## config.mk

```make
export PLATFORM = sky130hd
export DESIGN_NAME = joy_db15_tx
export DESIGN_NICKNAME = d
export VERILOG_FILES = /design/src/rtl/joy_pkg.sv /design/src/rtl/strobe_sync.sv /design/src/rtl/joy_db15_tx.sv
export SDC_FILE = /design/constraint.sdc
export NUM_CORES = 1
export LEC_CHECK = 0
export ABC_AREA = 0
export BUFFER_PORTS_ARGS = -buffer_cell sky130_fd_sc_hd__buf_4
export CORE_MARGIN = 4
export CORE_UTILIZATION = 57
export CTS_CLUSTER_SIZE = 20
export DETAILED_ROUTE_END_ITERATION = 7
export PLACE_DENSITY = 0.79
export SYNTH_ARGS = -nofsm -noshare
export SYNTH_HDL_FRONTEND = slang
export SYNTH_SLANG_ARGS = --single-unit
```

## constraint.sdc

```tcl
create_clock -name clk -period 1.9 [get_ports clk]
set_input_delay 0.095 -clock clk [delete_from_list [all_inputs] [get_ports clk]]
set_output_delay 0.095 -clock clk [all_outputs]
set_load 0.005 [all_outputs]
```

## src/rtl/joy_pkg.sv

```systemverilog
// joy_pkg: state encoding and button bit positions shared by the DB15 reader and the device-side emulator
package joy_pkg;
    typedef enum logic [1:0] {IDLE, LOAD, SHIFT, DONE} state_t;
    localparam int J_R  = 0;
    localparam int J_L  = 1;
    localparam int J_D  = 2;
    localparam int J_U  = 3;
    localparam int J_B1 = 4;
    localparam int J_B2 = 5;
    localparam int J_B3 = 6;
    localparam int J_B4 = 7;
    localparam int J_B5 = 8;
    localparam int J_B6 = 9;
    localparam int J_B7 = 10;
    localparam int J_B8 = 11;
endpackage

```

## src/rtl/strobe_sync.sv

```systemverilog
// strobe_sync: brings an asynchronous strobe into clk, rejects pulses shorter than FILT samples, flags edges
module strobe_sync #(
    parameter int   FILT = 2,
    parameter logic INIT = 1'b0
) (
    input  logic clk,
    input  logic reset,
    input  logic d_in,
    output logic lvl,
    output logic rise,
    output logic fall
);
    logic       s1_q, s2_q, lvl_q, lvl_d, prev_q;
    logic [3:0] cnt_q, cnt_d;

    if (FILT < 1 || FILT > 15) begin : g_filt_chk
        $error("FILT must be in 1..15");
    end

    // count consecutive samples that disagree with the accepted level; any agreement restarts the count
    always_comb begin
        cnt_d = (s2_q == lvl_q) ? 4'd0 : cnt_q + 4'd1;
        lvl_d = (cnt_d == 4'(FILT)) ? s2_q : lvl_q;
    end

    // two-flop synchroniser, filter state and previous filtered level for edge detection
    always_ff @(posedge clk or posedge reset) begin
        if (reset) begin
            s1_q   <= INIT;
            s2_q   <= INIT;
            lvl_q  <= INIT;
            prev_q <= INIT;
            cnt_q  <= 4'd0;
        end else begin
            s1_q   <= d_in;
            s2_q   <= s1_q;
            lvl_q  <= lvl_d;
            prev_q <= lvl_q;
            cnt_q  <= cnt_d;
        end
    end

    assign lvl  = lvl_q;
    assign rise = lvl_q & ~prev_q;
    assign fall = ~lvl_q & prev_q;
endmodule

```

## src/rtl/joy_db15_tx.sv

```systemverilog
// joy_db15_tx: device side of the DB15 link, a 74HC165-style parallel-in/serial-out chain for two players
module joy_db15_tx
    import joy_pkg::*;
#(
    parameter int W      = 12,
    parameter int FILT   = 2,
    parameter int INVERT = 1
) (
    input  logic         clk,
    input  logic         reset,
    input  logic [W-1:0] joy1_in,
    input  logic [W-1:0] joy2_in,
    input  logic         joy_load,
    input  logic         joy_clk,
    output logic         joy_data,
    output logic         frame_done,
    output logic [5:0]   bit_cnt
);
    localparam int         N    = 2 * W;
    localparam logic [5:0] NCNT = 6'(N);
    localparam logic       FILL = (INVERT == 0);

    if (N > 63) begin : g_len_chk
        $error("2*W must not exceed 63");
    end

    state_t         state_q, state_d;
    logic [N-1:0]   sr_q, sr_d;
    logic [5:0]     cnt_q, cnt_d;
    logic           done_q, done_d;
    logic           load_lvl, load_rise, load_fall, clk_rise;
    logic           unused_clk_lvl, unused_clk_fall;

    strobe_sync #(.FILT(FILT), .INIT(1'b1)) u_load (
        .clk(clk), .reset(reset), .d_in(joy_load),
        .lvl(load_lvl), .rise(load_rise), .fall(load_fall)
    );

    strobe_sync #(.FILT(FILT), .INIT(1'b0)) u_clk (
        .clk(clk), .reset(reset), .d_in(joy_clk),
        .lvl(unused_clk_lvl), .rise(clk_rise), .fall(unused_clk_fall)
    );

    // next-state: a low load level always wins over a shift edge, so a coincident edge pair reloads
    always_comb begin
        state_d = state_q;
        sr_d    = sr_q;
        cnt_d   = cnt_q;
        done_d  = 1'b0;
        case (state_q)
            IDLE: begin
                sr_d    = {N{FILL}};
                state_d = load_fall ? LOAD : IDLE;
            end
            LOAD: begin
                sr_d    = {joy2_in, joy1_in};
                cnt_d   = 6'd0;
                state_d = load_rise ? SHIFT : LOAD;
            end
            default: begin
                if (!load_lvl) begin
                    state_d = LOAD;
                    sr_d    = {joy2_in, joy1_in};
                    cnt_d   = 6'd0;
                end else if (clk_rise) begin
                    sr_d = {FILL, sr_q[N-1:1]};
                    if (state_q == SHIFT) begin
                        cnt_d   = cnt_q + 6'd1;
                        done_d  = (cnt_d == NCNT);
                        state_d = done_d ? DONE : SHIFT;
                    end
                end
            end
        endcase
    end

    // FSM, shift chain and registered status outputs
    always_ff @(posedge clk or posedge reset) begin
        if (reset) begin
            state_q <= IDLE;
            sr_q    <= {N{FILL}};
            cnt_q   <= 6'd0;
            done_q  <= 1'b0;
        end else begin
            state_q <= state_d;
            sr_q    <= sr_d;
            cnt_q   <= cnt_d;
            done_q  <= done_d;
        end
    end

    assign joy_data   = (INVERT != 0) ? ~sr_q[0] : sr_q[0];
    assign frame_done = done_q;
    assign bit_cnt    = cnt_q;
endmodule

```

# Word-level counts from Yosys, hierarchy flattened
# Cells that the tools add are included.
classes:
  n_addsub: 3
  n_mul: 0
  n_div: 0
  n_lt_le_gt_ge: 0
  eq_ne: 11
  n_shift: 0
  n_mux: 20
  bitwise: 8
  reduce_logical: 4
ops:
  columns: ["operator", "count"]
  rows:
  - ["2-to-1 mux 24 bit", 2]
  - ["case mux 24 bit (2 select lines)", 1]
  - ["2-to-1 mux 6 bit", 3]
  - ["case mux 6 bit (2 select lines)", 1]
  - ["adder 4 x 1 -> 4 bit, second input constant", 2]
  - ["equality test 4 x 2 -> 1 bit, second input constant", 2]
  - ["2-to-1 mux 2 bit", 4]
  - ["2-to-1 mux 4 bit", 2]
  - ["inequality test 4 bit, second input constant", 2]
  - ["adder 6 x 1 -> 6 bit, second input constant", 1]
  - ["equality test 6 x 5 -> 1 bit, second input constant", 1]
  - ["2-to-1 mux 1 bit", 6]
  - ["inequality test 3 bit, second input constant", 2]
  - ["inverter 1 bit", 5]
  - ["case mux 2 bit (2 select lines)", 1]
  - ["bitwise AND 1 bit", 3]
  - ["AND reduction 3 bit", 1]
  - ["equality test 1 bit", 2]
  - ["equality test 2 x 1 -> 1 bit, second input constant", 1]
  - ["equality test 2 bit, second input constant", 1]
  - ["logical NOT 2 bit", 1]
  - ["AND reduction 2 bit", 1]
  - ["OR reduction 2 bit", 1]
totals:
  regBits: 49
  latchBits: 0
  mem_bits_rw: 0
  romBits: 0
  in_bits: 28
  out_inout_bits: 8
  wordCells: 60
  mem_count: 0

# Longest topological paths before layout
# Gate-level depths: netlist (run 1).
logic_depth:
  ltp_word: 7
  mapped_depth: 8
  depth_no_buf: 6

# Modules after synthesis
# From an unflattened synthesis (run 1), not the netlist that was laid out.
hier_totals:
  hier_cells: 251
  area_unflattened_um2: 2406.1
modules_own_cells:
  columns: ["mod", "instances", "cells_each", "area_each_um2", "seq_area_each_um2"]
  rows:
  - ["joy_db15_tx", 1, 201, 1737.9, 825.8]
  - ["strobe_sync at u_load", 1, 25, 336.6, 205.2]
  - ["strobe_sync at u_clk", 1, 25, 331.6, 200.2]

# Worst setup path after synthesis (run 1)
# No wires, ideal clock.
synth_timing:
  path_type: "flip-flop to flip-flop"
  from: "register cnt_q[0], in the netlist bit_cnt[0]"
  to: "register done_q, in the netlist frame_done"
  setup_time_ns: 0.068
  arrival_time_ns: 1.469
  t_required_ns: 1.832
  path_slack_ns: 0.363
  stages_incl_launch_ff: 5
  n_path_buf: 0
  period_less_slack_ns: 1.537
  path_cell_list: "dfrtp_1 > ha_1 > or4b_1 > o21ai_1 > and4_1"
synth_between:
  elab_chain_cells: 6
synth_rtl:
  columns: ["element", "line_no", "source"]
  rows:
  - ["from (decl)", "joy_db15_tx.sv:29", "logic [5:0] cnt_q, cnt_d;"]
  - ["from (signal assigned)", "joy_db15_tx.sv:87", "cnt_q <= cnt_d;"]
  - ["adder 6 x 1 -> 6 bit", "joy_db15_tx.sv:68", "cnt_d = cnt_q + 6'd1;"]
  - ["equality test 6 x 5 -> 1 bit", "joy_db15_tx.sv:69", "done_d = (cnt_d == NCNT);"]
  - ["2-to-1 mux 1 bit", "joy_db15_tx.sv:67", "if (state_q == SHIFT) begin"]
  - ["2-to-1 mux 1 bit", "joy_db15_tx.sv:65", "end else if (clk_rise) begin"]
  - ["2-to-1 mux 1 bit", "joy_db15_tx.sv:61", "if (!load_lvl) begin"]
  - ["2-to-1 mux 1 bit", "joy_db15_tx.sv:50", "case (state_q)"]
  - ["net done_d", "joy_db15_tx.sv:30", "logic done_q, done_d;"]
  - ["to (signal assigned)", "joy_db15_tx.sv:88", "done_q <= done_d;"]
  - ["to (decl)", "joy_db15_tx.sv:30", null]
# The timed path passes the listed nets, and every way through them passes these cells.
# A chain may end at the register's enable or synchronous reset.

# Final worst setup path (run 1)
layout_timing:
  from: "register state_q[0]"
  to: "register cnt_q[4], in the netlist bit_cnt[4]"
layout_between:
  elab_chain_cells: 3
  word_cells_on_any_way: 8
  classes_between: "eq/ne (4); mux (1); bitwise (1); reduce/logical (2)"
layout_rtl:
  columns: ["element", "line_no", "source"]
  rows:
  - ["from (decl)", "joy_db15_tx.sv:27", "state_t state_q, state_d;"]
  - ["from (signal assigned)", "joy_db15_tx.sv:85", "state_q <= state_d;"]
  - ["equality test 2 bit (tied with other cells)", "joy_db15_tx.sv:67", null]
  - ["inequality test 3 bit (no source line) or inverter 1 bit (tied branches)", null, null]
  - ["AND reduction 3 bit (no source line)", null, null]
# Parallel ways exist; a longest one is shown, timed or not.

==> impl_metrics.toml, run 1 <==
[clocking]
clock-root-buffer = "clkbuf_8"
clock_latency_ns = 0.31
ctsHtreeMaxLevel = 2
cts_setup_buffers = 0
cts_resized = 0
cts_buffers = 5
clock-sinks = 49
cts_tree = "yes"
clk_pin_slew_worst_paths_ns = 0.09
clk_path_buf_depth = 2

[global_routing]
grt_pass1_vias = 1999
overflow = 0
track_usage = 0.209
grt_max_degree = 50
antenna_found_initial = 0
grt_pass1_wl_um = 9010

[finish]
drive_above_1_share = 0.221
postLayoutCellArea_um2 = 2990
finalNetCount = 324
fin_util = 0.688
areaGrowthSynthToFinish_pct = 17.0
antennaDiodeCount = 0

[run]
maxCapViolCount = 0

[sta]
hold_viol = 0
worst_slack_ns = 0.137
finalSetupTns_ns = 0
fin_crit_ns = 1.76
final_max_slew_viol_count = 0
fin_crit_sh = 0.928
relSlewSlack = 0.596
rsz0062_at_grt = "no"
skew_ns = 0.00846
max_freq_ghz = 0.567
max_slew.worst_pin.slew_ns = 0.607
finalSetupViolCount = 0

[placed_design]
dp_hpwl_um = 3500
placement.io_buffers = 35
dp_slack_ns = 0.165
postPlaceCellArea_um2 = 2840
gp_congestion = 0.845

[detailed_routing]
dr_total_vias = 2044
drtAntennaViolNets = 0
drc = 0
drtIter0Drc = 90
wirelength_um = 5280
wl_per_cell_um = 15.4
viasPerCell = 5.98
dr.pass1.iters = 4

[logic_synthesis]
synth_area_um2 = 2560
ys_seq_area_frac = 0.481
synthTopCellsByArea = "dfrtp_1 (44%), a2bb2oi_1 (7.2%), a22oi_1 (6.7%)"
synth-edff-count = 0
synth_common_cells = "dfrtp_1 (45), nand2_1 (28), a22oi_1 (23)"
synth_cell_types = 45
ys_warn_count = 0
syn-instance-count = 255
yosysMostFrequentCell = "dfrtp_1"
ys.flop_type = "dfrtp_1"
synthArstFlopShare = 1.00
synth_seq_cells = 49
yosys.area.top_type = "dfrtp_1"
synth_top_cell_area_share = 0.440
synth_area_per_cell_um2 = 10.0
synth_fp_nets = 290

[min_path]
hold_start = "joy2_in[11]"
hold_depth = 3
hold_end = "sr_q[23]"
min_path_type = "in2reg"

[status]
status = "complete, no violations"

[pwr]
power_frac_seq = 0.382
clkPwrFrac = 0.169
p_int_mw = 2.83
ir_drop_uv = 774
switching_share = 0.379
p_sw_mw = 1.73
total_power_mw = 4.56
combPwrFrac = 0.448
power_per_cell_area_nw_per_um2 = 1520
p_leak_nw = 1.31

[worst_setup_path]
arrival_ns = 1.99
r2r_slack_ns = 0.14
r2r-start = "state_q[0]"
crit_type = "reg2reg"
start_kind = "register"
endpoint_kind = "register"
cp_max_fo = 5
cp.required_ns = 2.13
r2r-end = "bit_cnt[4]"
reg2reg_depth = 6

[die]
io_pins = 36
chipHeight_um = 75
num_rows = 24
initial_core_util = 0.588
die_area_um2 = 5630
core_um2 = 4350
die_w_um = 75
## cell usage in the layout, fill, tap and decap left out, types with 2 or more instances in the layout
cell and n:
inv_1 6, and4_1 2, a2bb2oi_1 21, o21ai_1 14
dlygate4sd3_1 3, xor2_1 2, nand3b_1 2, buf_4 41
dfstp_2 4, nand2b_1 3, inv_2 2, a22oi_1 23
mux2_2 2, a31oi_1 2, o21ai_0 18, nand3_1 8
nor2b_1 4, nor2_1 8, and3_1 2, nand2_1 28
ha_1 7, dfrtp_1 45, xnor2_1 6, a21oi_1 9
clkbuf_8 6, nor3_1 2
## critical path, cell delays in order (launching register included)
cell and delay [ns]:
dfrtp_1 0.38, inv_1 0.09, ha_1 0.29, nor3b_2 0.31, nand3_1 0.17, or3_1 0.36
o21ai_0 0.08
## worst max path at each step
stage,endpoint,slack [ns],cells past startpoint,startpoint
6_report,bit_cnt[4],0.14,6,state_q[0]
5_1_grt,bit_cnt[2],0.01,6,state_q[0]
2_1_floorplan,frame_done,0.36,4,bit_cnt[0]
4_1_cts,bit_cnt[4],0.14,6,state_q[0]
3_3_place_gp,bit_cnt[4],0.24,6,state_q[0]
3_5_place_dp,bit_cnt[3],0.17,6,state_q[0]
## area by class of cell
| class | instances | area [um^2] |
|---|---|---|
| Fill cell | 364 | 1360 |
| Sequential cell | 49 | 1230 |
| Multi-Input combinational cell | 180 | 1190 |
| Timing Repair Buffer | 45 | 358 |
| Clock buffer | 6 | 82.6 |
| Tap cell | 52 | 65.1 |
| Clock inverter | 2 | 37.5 |
| Inverter | 8 | 30.0 |
## power by group through the flow
stage / Combinational, mW / Sequential [mW] / Clock, mW
after floorplan: 1.68 / 1.67 / 0
after global placement: 1.99 / 1.74 / 0
after detailed placement: 2.03 / 1.77 / 0
after CTS: 2.05 / 1.74 / 0.798
after global routing: 2.29 / 1.80 / 0.838
final: 2.05 / 1.75 / 0.772
## kinds of logic (layout without fill, tap and decap cells)
family | count (synthesis) | after routing | share of synthesized area
buffers and inverters | 26 | 61 | 0.0562
XOR/XNOR | 8 | 8 | 0.0274
adder cells (fa/ha/maj) | 7 | 7 | 0.0342
AND/OR/NAND/NOR | 68 | 68 | 0.140
AO/OA/AOI/OAI | 95 | 95 | 0.252
multiplexers | 2 | 2 | 0.00880
flip-flops | 49 | 49 | 0.481
## timing repair
action | 4_1_cts | 5_1_grt
setup endpoints to repair | 0 | 0
hold buffers | 3 | 0
hold endpoints to repair | 47 | 0
## registers in the layout, indices dropped and copies added (netlist names)
name	flops
u_clk.cnt_q	4
u_load.s1_q	1
u_load.lvl	1
u_clk.lvl	1
frame_done	1
u_clk.s2_q	1
u_load.s2_q	1
sr_q	24
u_load.cnt_q	4
u_clk.prev_q	1
u_load.prev_q	1
state_q	2
u_clk.s1_q	1
bit_cnt	6
## routing by layer
layer	track usage	wire (um)
met2	0.345	2640
met5	0	0
met4	0.0672	27
met3	0.0481	280
met1	0.272	2330
## through the flow
stage          hold WS (ns)  cells
2_1_floorplan        0.0995    255
3_3_place_gp          0.205    331
5_1_grt              0.0175    342
3_5_place_dp          0.206    331
4_1_cts              0.0104    342
6_report             0.0224    342
(Power assumes the default switching activity.)
==> inputs of run 2 (changes only) <==
--- a/config.mk
+++ b/config.mk
@@ -7,11 +7,12 @@
 export LEC_CHECK = 0
 export ABC_AREA = 0
 export BUFFER_PORTS_ARGS = -buffer_cell sky130_fd_sc_hd__buf_4
+export CORE_ASPECT_RATIO = 2
 export CORE_MARGIN = 4
-export CORE_UTILIZATION = 57
+export CORE_UTILIZATION = 45
 export CTS_CLUSTER_SIZE = 20
 export DETAILED_ROUTE_END_ITERATION = 7
-export PLACE_DENSITY = 0.79
+export PLACE_DENSITY = 0.65
 export SYNTH_ARGS = -nofsm -noshare
 export SYNTH_HDL_FRONTEND = slang
 export SYNTH_SLANG_ARGS = --single-unit
==> run 2 against run 1 <==
  * Combinational power about the same
  * Clock skew about the same
  * Critical path depth is the same
  * Count of clock-buffer cells in the layout increased by 1
  * Clock power down 14%
  * Die area rose by 25%
  * Sequential share of layout area down 0.086 points
  * Core utilization fell by 14 points
  * Non-clock buffer count up 2
  * Register-to-register slack hardly changed
  * Critical path type unchanged
  * Largest cell class unchanged
  * Highest routed layer unchanged
==> impl_metrics.toml, run 2 (same netlist as run 1, synthesis figures left out) <==
[status]
status = "complete, no violations"

[pwr]
p_leak_nw = 1.31
power_per_cell_area_nw_per_um2 = 1490
ir_drop_uv = 849

[clocking]
cts_resized = 0
clock_latency_ns = 0.30
ctsHtreeMaxLevel = 2
clk_path_buf_depth = 2
clock-sinks = 49
cts_buffers = 5
clock-root-buffer = "clkbuf_8"
cts_tree = "yes"
clk_pin_slew_worst_paths_ns = 0.09

[run]
maxCapViolCount = 0

[global_routing]
use_met1 = 0.212
track_usage = 0.169
met2_usage = 0.269
overflow = 0
met3_usage = 0.0372
antenna_found_initial = 0
grt_pass1_vias = 2037
grt_max_degree = 50
grt_pass1_wl_um = 9070
grt-busiest-layer = "met2"

[sta]
hold_viol = 0
relSlewSlack = 0.586
max_slew.worst_pin.slew_ns = 0.621
skew_ns = 0.00811
finalSetupTns_ns = 0
finalSetupViolCount = 0
rsz0062_at_grt = "no"
fin_crit_sh = 0.925
max_freq_ghz = 0.569
fin_crit_ns = 1.76
final_max_slew_viol_count = 0

[finish]
mostFrequentLayoutCells = "dfrtp_1 (45), buf_4 (43), nand2_1 (28)"
largest_reg_flops = 24
layout_commonest_cell = "dfrtp_1"
fin_cells = 352
n_fill_cell = 514
regMostFlops = "sr_q"
antennaDiodeCount = 0
drive_above_1_share = 0.226
finalNetCount = 326
areaGrowthSynthToFinish_pct = 17.3

[detailed_routing]
dr.pass1.iters = 4
wirelength_um = 5340
dr_total_vias = 2017
wl_per_cell_um = 15.2
viasPerCell = 5.73
drc = 0
drtIter0Drc = 69
drtAntennaViolNets = 0

[worst_setup_path]
crit_type = "reg2reg"
cp_max_fo = 6
endpoint_kind = "register"
cp.required_ns = 2.12
start_kind = "register"
arrival_ns = 1.98

[placed_design]
gp_congestion = 0.868
dp_cells = 341
placement.io_buffers = 35
dp_hpwl_um = 3680

[die]
num_rows = 38
die_area_um2 = 7030
die_w_um = 61.3
initial_core_util = 0.468
io_pins = 36
chipHeight_um = 115
core_um2 = 5470

[min_path]
min_path_type = "in2reg"
[run 2: changes by cell type in the layout (fill, tap and decap cells not counted)]
cell | previous run | this run
clkinv_2 | 0 | 1
buf_4 | 41 | 43
bufinv_16 | 1 | 0
clkbuf_8 | 6 | 7
clkinvlp_4 | 1 | 0
[run 2: where the power goes]
| part | switching, mW | leakage, nW | internal (mW) | total, mW |
|---|---|---|---|---|
| clock network | 0.337 | 0.0542 | 0.329 | 0.667 |
| registers | 0.279 | 0.601 | 1.46 | 1.74 |
| logic | 1.09 | 0.660 | 0.968 | 2.06 |
| total | 1.71 | 1.31 | 2.76 | 4.47 |
[run 2: routing by layer]
| metal | routed length [um] | vias to the layer above | share of wire |
|---|---|---|---|
| met5 | 0 | - | 0 |
| met4 | 130 | 0 | 0.024 |
| met3 | 232 | 9 | 0.043 |
| met2 | 2750 | 37 | 0.51 |
| met1 | 2230 | 964 | 0.42 |
| li1 | - | 1007 | - |
[run 2: stage by stage]
stage	hold WS, ns	utilization	power, mW	worst slack (ns)	cell area [um^2]
2_1_floorplan	0.0995	-	3.35	0.363	2560
3_3_place_gp	0.203	0.525	3.79	0.192	2870
3_5_place_dp	0.206	0.525	3.83	0.167	2870
4_1_cts	0.000426	0.549	4.53	0.157	3000
5_1_grt	0.00947	0.549	4.84	0.0248	3000
6_report	0.0237	0.549	4.47	0.143	3000
[run 2: area by class of cell]
cell class | count | area (um^2) | area share
Sequential cell | 49 | 1230 | 0.410
Clock buffer | 7 | 96.3 | 0.0321
Multi-Input combinational cell | 180 | 1190 | 0.397
Timing Repair Buffer | 47 | 373 | 0.124
Tap cell | 60 | 75.1 | 0.0250
Clock inverter | 1 | 5.00 | 0.00167
Inverter | 8 | 30.0 | 0.0100
[run 2: worst max-delay path, cell delays in order, from the launching register on]
cell	delay [ns]
dfrtp_1	0.39
inv_1	0.09
ha_1	0.22
nor3b_2	0.33
and3_1	0.31
a41oi_1	0.14
a31oi_1	0.19
[run 2: final timing paths]
path,slack [ns],endpoint,startpoint,depth (start not counted)
worst min register to register,0.35,u_clk.s2_q,u_clk.s1_q,0
max in group asynchronous,0.97,bit_cnt[4],reset,4
min in group asynchronous,0.52,bit_cnt[2],reset,4
worst min-delay path,0.02,sr_q[23],joy2_in[11],3
worst max-delay path,0.14,bit_cnt[3],state_q[0],6
worst max register to register,0.14,bit_cnt[3],state_q[0],6
[run 2: timing repair]
item	in CTS	in global routing
hold endpoints to repair	47	0
hold buffers	3	0
setup buffers	0	0
==> inputs of run 3 (changes only) <==
--- a/config.mk
+++ b/config.mk
@@ -12,6 +12,7 @@
 export CORE_UTILIZATION = 45
 export CTS_CLUSTER_SIZE = 20
 export DETAILED_ROUTE_END_ITERATION = 7
+export HOLD_SLACK_MARGIN = 0.1
 export PLACE_DENSITY = 0.65
 export SYNTH_ARGS = -nofsm -noshare
 export SYNTH_HDL_FRONTEND = slang
==> run 3 against run 2 <==
  * Wire length grew 4.8%
  * Die area is the same
  * Maximum frequency is essentially flat
  * Count of clock-buffer cells in the layout is the same
  * Setup slack lost 0.0013 ns
  * Combinational power grew 2%
  * First-iteration DRC count grew 12%
  * Register-to-register slack is essentially flat
  * Sequential cell count is the same
  * Critical endpoint unchanged
==> impl_metrics.toml, run 3 (same netlist as run 1, synthesis figures left out) <==
[finish]
antennaDiodeCount = 0
mostFrequentLayoutCells = "dfrtp_1 (45), buf_4 (43), nand2_1 (28)"
largest_reg_flops = 24
drive_above_1_share = 0.210
finalNetCount = 348
fin_cells = 374
areaGrowthSynthToFinish_pct = 25.9
n_fill_cell = 493
regMostFlops = "sr_q"
layout_commonest_cell = "dfrtp_1"

[die]
chipHeight_um = 115
initial_core_util = 0.468
die_area_um2 = 7030
num_rows = 38
core_um2 = 5470
die_w_um = 61.3
io_pins = 36

[worst_setup_path]
cp_cell_sequence = "inv_1 > ha_1 > nor3b_2 > and3_1 > a41oi_1 > a31oi_1"
crit_buf_inv = 1
cp_max_fo = 6
cp.required_ns = 2.12
endpoint_kind = "register"
crit_type = "reg2reg"
critPathSlowestCell = "dfrtp_1"
start_kind = "register"
slowest_delay_ns = 0.39
critPathTopFamily = "simple AND/OR/NAND/NOR gates"
arrival_ns = 1.98

[detailed_routing]
wl_met3_um = 182
wl_per_cell_um = 15.0
wl_met1_um = 2360
route.met2.wl_um = 2880
dr_total_vias = 2108
drtAntennaViolNets = 0
drtIter0Drc = 77
wirelength_um = 5600
drc = 0
dr.pass1.iters = 4
routed.top_layer = "met4"
viasPerCell = 5.64

[placed_design]
dp_cells = 341
placement.io_buffers = 35
dp_hpwl_um = 3680
gp_congestion = 0.868

[pwr]
ir_drop_uv = 854
p_leak_nw = 1.41
power_per_cell_area_nw_per_um2 = 1400

[sta]
hold_viol = 0
final_max_slew_viol_count = 0
skew_ns = 0.00787
relSlewSlack = 0.583
rsz0062_at_grt = "no"
max_slew.worst_pin.slew_ns = 0.626
finalSetupViolCount = 0
hold_ws_ns = 0.123
max_freq_ghz = 0.569
fin_crit_ns = 1.76
finalSetupTns_ns = 0
fin_crit_sh = 0.925

[global_routing]
track_usage = 0.177
overflow = 0
antenna_found_initial = 0
grt_max_degree = 50
grt_pass1_wl_um = 9510
grt_pass1_vias = 2143

[clocking]
cts_buffers = 5
ctsHtreeMaxLevel = 2
clk_pin_slew_worst_paths_ns = 0.09
cts_tree = "yes"
clk_path_buf_depth = 2
clock-sinks = 49
clock_latency_ns = 0.31
clock-root-buffer = "clkbuf_8"

[run]
maxCapViolCount = 0

[status]
status = "complete, no violations"

[min_path]
min_path_type = "in2reg"
[run 3: changes by cell type in the layout (fill, tap and decap cells not counted), sizes merged]
| cell | change |
|---|---|
| dlygate4sd3 | +22 |
[run 3: power by group]
group / switching [mW] / internal (mW)
sequential: 0.280 / 1.46
combinational: 1.10 / 0.997
clock: 0.337 / 0.329
[run 3: what timing repair did]
item | in CTS | in global routing
setup buffers | 0 | 0
gates resized for setup | 0 | 0
hold buffers | 25 | 0
hold endpoints to repair | 69 | 0
[run 3: cell type report]
class	instances	area [um^2]	area share
clock inverters	1	5.00	0.00155
clock buffers	7	96.3	0.0299
inverters	8	30.0	0.00932
flip-flops and latches	49	1230	0.382
well taps	60	75.1	0.0233
multi-input cells	180	1190	0.369
repair buffers	69	593	0.184
[run 3: worst paths after layout]
| kind | start | endpoint | slack, ns | cells after the start |
|---|---|---|---|---|
| worst max-delay path | state_q[0] | bit_cnt[3] | 0.14 | 6 |
| worst min-delay path | joy1_in[1] | sr_q[1] | 0.12 | 3 |
| min in group asynchronous | reset | bit_cnt[2] | 0.52 | 4 |
| worst min register to register | u_load.s1_q | u_load.s2_q | 0.36 | 0 |
| max in group asynchronous | reset | u_clk.cnt_q[0] | 0.97 | 4 |
| worst max register to register | state_q[0] | bit_cnt[3] | 0.14 | 6 |
[run 3: metrics by stage]
step                       util  power, mW  area [um^2]  setup WS, ns
after CTS                 0.589       4.57         3220         0.157
after floorplan               -       3.35         2560         0.363
after global placement    0.525       3.79         2870         0.192
after global routing      0.589       4.88         3220        0.0248
after detailed placement  0.525       3.83         2870         0.167
final                     0.589       4.50         3220         0.142
[run 3: tightest hold or removal path, delay by kind of cell]
family	cells	cell delay, ns
AOI/OAI and AO/OA	2	0.21
buffers and inverters	1	0.09
[run 3: layer usage]
metal / GRT usage / up-vias
met1: 0.220 / 1005
met4: 0.0897 / 0
met2: 0.284 / 39
li1: - / 1051
met3: 0.0327 / 13
met5: 0 / -
